--- src/rtl/iq_deinterleave.sv ---
// iq_deinterleave
// Converts the interleaved byte stream from the RF capture FIFO (I low, I high,
// Q low, Q high per complex sample) into separate signed I and Q samples and
// writes them into the I/Q FIFO pair together, in one cycle.
//
// Optional feature macro: IQ_QUANTIZE_EN
//   defined   : outputs are sext(sample) << BITS (fixed-point quantize step)
//   undefined : outputs are sext(sample), BITS has no effect
//
// Ports:
//   clock        single clock for all logic
//   reset        synchronous, active-high reset
//   in_rd_en     pop one byte from the capture FIFO
//   in_empty     capture FIFO empty
//   din          capture FIFO head byte (first-word-fall-through)
//   I_out_wr_en  push I_dout into the I FIFO
//   Q_out_wr_en  push Q_dout into the Q FIFO (always equal to I_out_wr_en)
//   I_out_full   I FIFO full
//   Q_out_full   Q FIFO full
//   I_dout       signed I sample, DATA_WIDTH bits
//   Q_dout       signed Q sample, DATA_WIDTH bits
//   sample_count complex samples written since reset (wraps at 2^32)
//
// State   | meaning
// --------+-----------------------------------------------
// S_ILO   | waiting for / reading the I low byte
// S_IHI   | reading the I high byte
// S_QLO   | reading the Q low byte
// S_QHI   | reading the Q high byte; outputs load on exit
// S_WRITE | holding I/Q until both output FIFOs have room
module iq_deinterleave #(
  parameter int DATA_WIDTH = 32,
  parameter int BITS       = 10
) (
  input  logic                  clock,
  input  logic                  reset,
  output logic                  in_rd_en,
  input  logic                  in_empty,
  input  logic [7:0]            din,
  output logic                  I_out_wr_en,
  output logic                  Q_out_wr_en,
  input  logic                  I_out_full,
  input  logic                  Q_out_full,
  output logic [DATA_WIDTH-1:0] I_dout,
  output logic [DATA_WIDTH-1:0] Q_dout,
  output logic [31:0]           sample_count
);

`ifdef IQ_QUANTIZE_EN
  localparam int SHIFT = BITS;
`else
  // Raw pass-through: no shift.
  localparam int SHIFT = 0 * BITS;
`endif

  typedef enum logic [2:0] {
    S_ILO,
    S_IHI,
    S_QLO,
    S_QHI,
    S_WRITE
  } state_t;

  state_t state, state_next;

  logic [7:0]            ilo, ihi, qlo;
  logic signed [15:0]    i16, q16;
  logic [DATA_WIDTH-1:0] i_ext, q_ext;
  logic                  wr_en;

  // Q high byte is taken straight from din on the S_QHI exit, so it never
  // needs its own register.
  assign i16   = {ihi, ilo};
  assign q16   = {din, qlo};
  assign i_ext = DATA_WIDTH'(i16);
  assign q_ext = DATA_WIDTH'(q16);

  assign I_out_wr_en = wr_en;
  assign Q_out_wr_en = wr_en;

  always_comb begin
    state_next = state;
    in_rd_en   = 1'b0;
    wr_en      = 1'b0;
    // Enables are gated by reset so nothing moves during the reset cycle.
    if (!reset) begin
      case (state)
        S_ILO, S_IHI, S_QLO, S_QHI: begin
          in_rd_en = !in_empty;
          if (!in_empty) begin
            case (state)
              S_ILO:   state_next = S_IHI;
              S_IHI:   state_next = S_QLO;
              S_QLO:   state_next = S_QHI;
              default: state_next = S_WRITE;
            endcase
          end
        end
        S_WRITE: begin
          wr_en = !I_out_full && !Q_out_full;
          if (wr_en) state_next = S_ILO;
        end
        default: state_next = S_ILO;
      endcase
    end
  end

  always_ff @(posedge clock) begin
    if (reset) begin
      state        <= S_ILO;
      ilo          <= '0;
      ihi          <= '0;
      qlo          <= '0;
      I_dout       <= '0;
      Q_dout       <= '0;
      sample_count <= '0;
    end else begin
      state <= state_next;
      if (in_rd_en) begin
        case (state)
          S_ILO: ilo <= din;
          S_IHI: ihi <= din;
          S_QLO: qlo <= din;
          S_QHI: begin
            I_dout <= i_ext << SHIFT;
            Q_dout <= q_ext << SHIFT;
          end
          default: ;
        endcase
      end
      if (wr_en) sample_count <= sample_count + 32'd1;
    end
  end

endmodule

--- config.mk ---
export PLATFORM = sky130hd
export DESIGN_NAME = iq_deinterleave
export DESIGN_NICKNAME = d
export VERILOG_FILES = /design/src/rtl/iq_deinterleave.sv
export SDC_FILE = /design/constraint.sdc
export NUM_CORES = 1
export LEC_CHECK = 0
export ABC_CLOCK_PERIOD_IN_PS = 2700
export BUFFER_PORTS_ARGS = -buffer_cell sky130_fd_sc_hd__buf_2
export CAP_MARGIN = 20
export CELL_PAD_IN_SITES_DETAIL_PLACEMENT = 0
export CELL_PAD_IN_SITES_GLOBAL_PLACEMENT = 1
export CORE_MARGIN = 2
export CORE_UTILIZATION = 39
export DETAILED_ROUTE_END_ITERATION = 12
export PLACE_DENSITY_LB_ADDON = 0.1
export SLEW_MARGIN = 30
export SYNTH_ARGS = -nofsm -noshare
export SYNTH_HDL_FRONTEND = slang
export SYNTH_SLANG_ARGS = --single-unit
--- constraint.sdc ---
create_clock -name clock -period 2.7 [get_ports clock]
set_input_delay 0.54 -clock clock [delete_from_list [all_inputs] [get_ports clock]]
set_output_delay 0.54 -clock clock [all_outputs]
set_load 0.01 [all_outputs]
==> out/qor.txt <==
==========================================================================================
All-Layer GR Usage                                                                   0.168
Number of top-level design ports                                                       112
Slew at the pin closest to its max-slew limit                                     0.544 ns
Chip width                                                                          107 um
Result of the run                                                             finished, final reports clean
Clock tree from TritonCTS                                                            built
Endpoint arrival time on the critical path                                         1.72 ns
WL per Instance                                                                    13.6 um
Clock edge transition at the registers on the reported setup and hold paths        0.09 ns
Antenna diodes                                                                           0
Number of buffers inserted during clock tree synthesis                                   9
Chain of cells forming the critical path                                      nor3b_4 > nand2_1 > nor2_1 > buf_2
Maximum fanout along the worst path                                                      9
CTS Sinks                                                                               91
Area of placed instances                                                         4540 um^2
Pin count of the biggest net entering global routing                                    61
Number of DRC markers in iteration 0                                                   117
Library cells used by synthesis                                                         38
Cells on Worst Hold Path                                                                 2
Summed instance area of the synthesized netlist                                  4130 um^2
Finish-stage setup viols                                                                 0
Data required time of the critical path                                            2.16 ns
Synth Register Bits                                                                     91
Final routed DRC violation total                                                         0
Total wire length after detailed routing                                           9290 um
R2r worst-path depth                                                                     4
Insertion delay of the later-clocked pin in the worst-skew pair                    0.36 ns
Max Slew Vio Count                                                                       0
Filler Cells Inserted                                                                 1040
Worst IR drop on VDD                                                              0.216 mV
Total of hold buffers inserted after clock tree synthesis                                0
Global-route wire length before repair                                            15300 um
IO Port Bufs                                                                           111
Number of maximum-capacitance violations                                                 0
Final antenna-violating net count                                                        0
Die Footprint                                                                   11400 um^2
Vias in the first global route                                                        3017
Y dimension of the die                                                              107 um
Category of the most critical setup path                                           reg2out
Stages on the worst setup path                                                           4
Core area                                                                       10300 um^2
Mean instance size in the synthesized netlist                                    8.71 um^2
Pwr Density                                                                    533 nW/um^2
Syn_nets                                                                               488
Antenna violations before repair                                                         1
Delay-heaviest family, CP                                                     simple AND/OR/NAND/NOR gates
Critical Path Slowest Stage Cell                                              sky130_fd_sc_hd__nor3b_4
Area added between synthesis and finish                                              15.8%
Depth of the CTS H-tree                                                                  3
Unrepaired setup endpoints after global routing                                      false
Standby leakage power                                                              2.14 nW
CP peak stage delay                                                                0.48 ns
Resized Gates After CTS                                                                  0
Crit path launch type                                                            flip-flop
Placement Rows                                                                          37
Detailed placer's ending HPWL                                                      6340 um
Placer congestion estimate                                                           0.746
Hold WS                                                                           0.437 ns
Share of synthesized area occupied by flip-flops and latches                         0.441
Mapped Cells                                                                           474
Root Buffer Master                                                            sky130_fd_sc_hd__clkbuf_8
Sum of buffers and inverters on the critical path                                        1
Number of buffers added for setup after CTS                                              0
Headroom to the max-slew limit                                                       0.636
Count of placed standard cells including taps                                          666
Min Clock Period, post-route                                                       2.26 ns
# nets final                                                                           555
Post-Layout Cell Count                                                                 682
Aggregate negative setup slack                                                        0 ns
Starting Density                                                                     0.402
Post-route cell area                                                             4780 um^2
Largest clock skew in the final design                                           0.0111 ns
Vias after detailed routing                                                           3418
Overflow after GRT                                                                       0
Share of post-route cells with drive strength above 1                                0.264
Iteration count of the initial detailed-routing pass                                     4
Maximum count of clock buffers along a single path                                       2
Number of hold-slack violations in the final timing report                               0
Synthesis Warnings                                                                       0
Fmax                                                                             0.443 GHz
Ratio of routed vias to standard cells                                                5.01
Worst hold path type                                                                in2reg
Post-route clock period utilization                                                  0.836
Type of element capturing the critical path                                   primary output
==========================================================================================
Yosys cell counts, drive strengths merged:
cell    count  share of area
a21oi      16          0.019
a31oi       1         0.0015
and2        5         0.0076
and3        2         0.0030
and3b       1         0.0021
and4        4         0.0088
buf        43          0.073
clkbuf     18          0.016
dfxtp      91           0.44
ha          1         0.0030
inv         3         0.0027
mux2       12          0.033
mux2i      16          0.039
nand2      61          0.055
nand2b     32          0.048
nand3       9          0.013
nand3b     10          0.018
nand4      14          0.026
nor2       38          0.035
nor2b      14          0.021
nor3        3         0.0036
nor3b       1         0.0045
nor4       12          0.024
o21ai      37          0.045
o31ai      10          0.018
or3         5         0.0076
or4        10          0.018
xnor2       1         0.0021
xor2        4         0.0085
cells in the final DEF, fill, tap and decap left out, types with 4 or more instances in the layout:
master	count
sky130_fd_sc_hd__o31ai_1	10
sky130_fd_sc_hd__nor4_1	8
sky130_fd_sc_hd__and2_1	5
sky130_fd_sc_hd__nand2b_1	32
sky130_fd_sc_hd__dfxtp_1	91
sky130_fd_sc_hd__nor4_2	4
sky130_fd_sc_hd__buf_2	111
sky130_fd_sc_hd__or3_1	5
sky130_fd_sc_hd__nor2_1	38
sky130_fd_sc_hd__a21oi_1	16
sky130_fd_sc_hd__nor2b_1	14
sky130_fd_sc_hd__or4_1	10
sky130_fd_sc_hd__mux2_1	12
sky130_fd_sc_hd__nand2_1	61
sky130_fd_sc_hd__o21ai_0	33
sky130_fd_sc_hd__mux2i_1	16
sky130_fd_sc_hd__nand3b_1	10
sky130_fd_sc_hd__nand3_1	7
sky130_fd_sc_hd__clkbuf_8	11
sky130_fd_sc_hd__buf_4	5
sky130_fd_sc_hd__o21ai_1	4
sky130_fd_sc_hd__nand4_1	12
sky130_fd_sc_hd__xor2_1	4
cells by family (layout without fill, tap and decap cells):
kind of cell,Yosys count,in the layout,share of synthesized area
and+or+nand+nor,221,221,0.297
xor gates and xnor gates,5,5,0.0106
AOI/OAI and AO/OA,64,64,0.0840
buffers and inverters,64,136,0.0921
adders and majority gates,1,1,0.00303
DFF,91,91,0.441
muxes,28,28,0.0715
per-layer routing:
layer,track usage,vias up,routed length (um),part of all wire
met5,0,-,13,0.0014
met4,0.0696,2,139,0.015
met3,0.0340,13,538,0.058
met2,0.247,93,4020,0.43
met1,0.237,1578,4570,0.49
li1,-,1732,-,-
worst paths after layout:
kind | from | endpoint | slack (ns)
worst min register to register | qlo[1] | Q_dout[1] | 0.45
worst max-delay path | state[2] | I_out_wr_en | 0.44
worst min-delay path | reset | sample_count[8] | 0.44
worst max register to register | state[2] | sample_count[30] | 0.60
flip-flops by register name, indices dropped and copies added (netlist names):
register,count
qlo,8
state,3
ihi,8
I_dout,16
Q_dout,16
sample_count,32
ilo,8
worst register-to-register path, delay by kind of cell, from the launching register on:
kind	cells	cell delay, ns
AND/OR/NAND/NOR	3	1.26
flip-flops	1	0.40
multiplexers	1	0.35
power by group:
part | leakage [nW] | switching (W) | internal (W)
clock | 0.112 | 0.000490 | 0.000575
sequential | 0.735 | 0.0000145 | 0.00136
combinational | 1.30 | 0.0000657 | 0.0000428
per-stage QoR:
stage	util	worst slack [ns]	power (W)
floorplan	-	0.582	0.00148
global placement	0.442	0.445	0.00151
detailed placement	0.442	0.377	0.00152
CTS	0.465	0.389	0.00258
global route	0.465	0.306	0.00265
finish	0.465	0.443	0.00255
cell type report:
class / instances / area, um^2 / share of cell area
multi-input cells: 319 / 1930 / 0.403
flip-flops and latches: 91 / 1820 / 0.381
repair buffers: 117 / 613 / 0.128
well taps: 136 / 170 / 0.0356
clock buffers: 11 / 151 / 0.0317
clock inverters: 5 / 83.8 / 0.0175
inverters: 3 / 11.3 / 0.00236
Power figures use the tool's default switching activity.
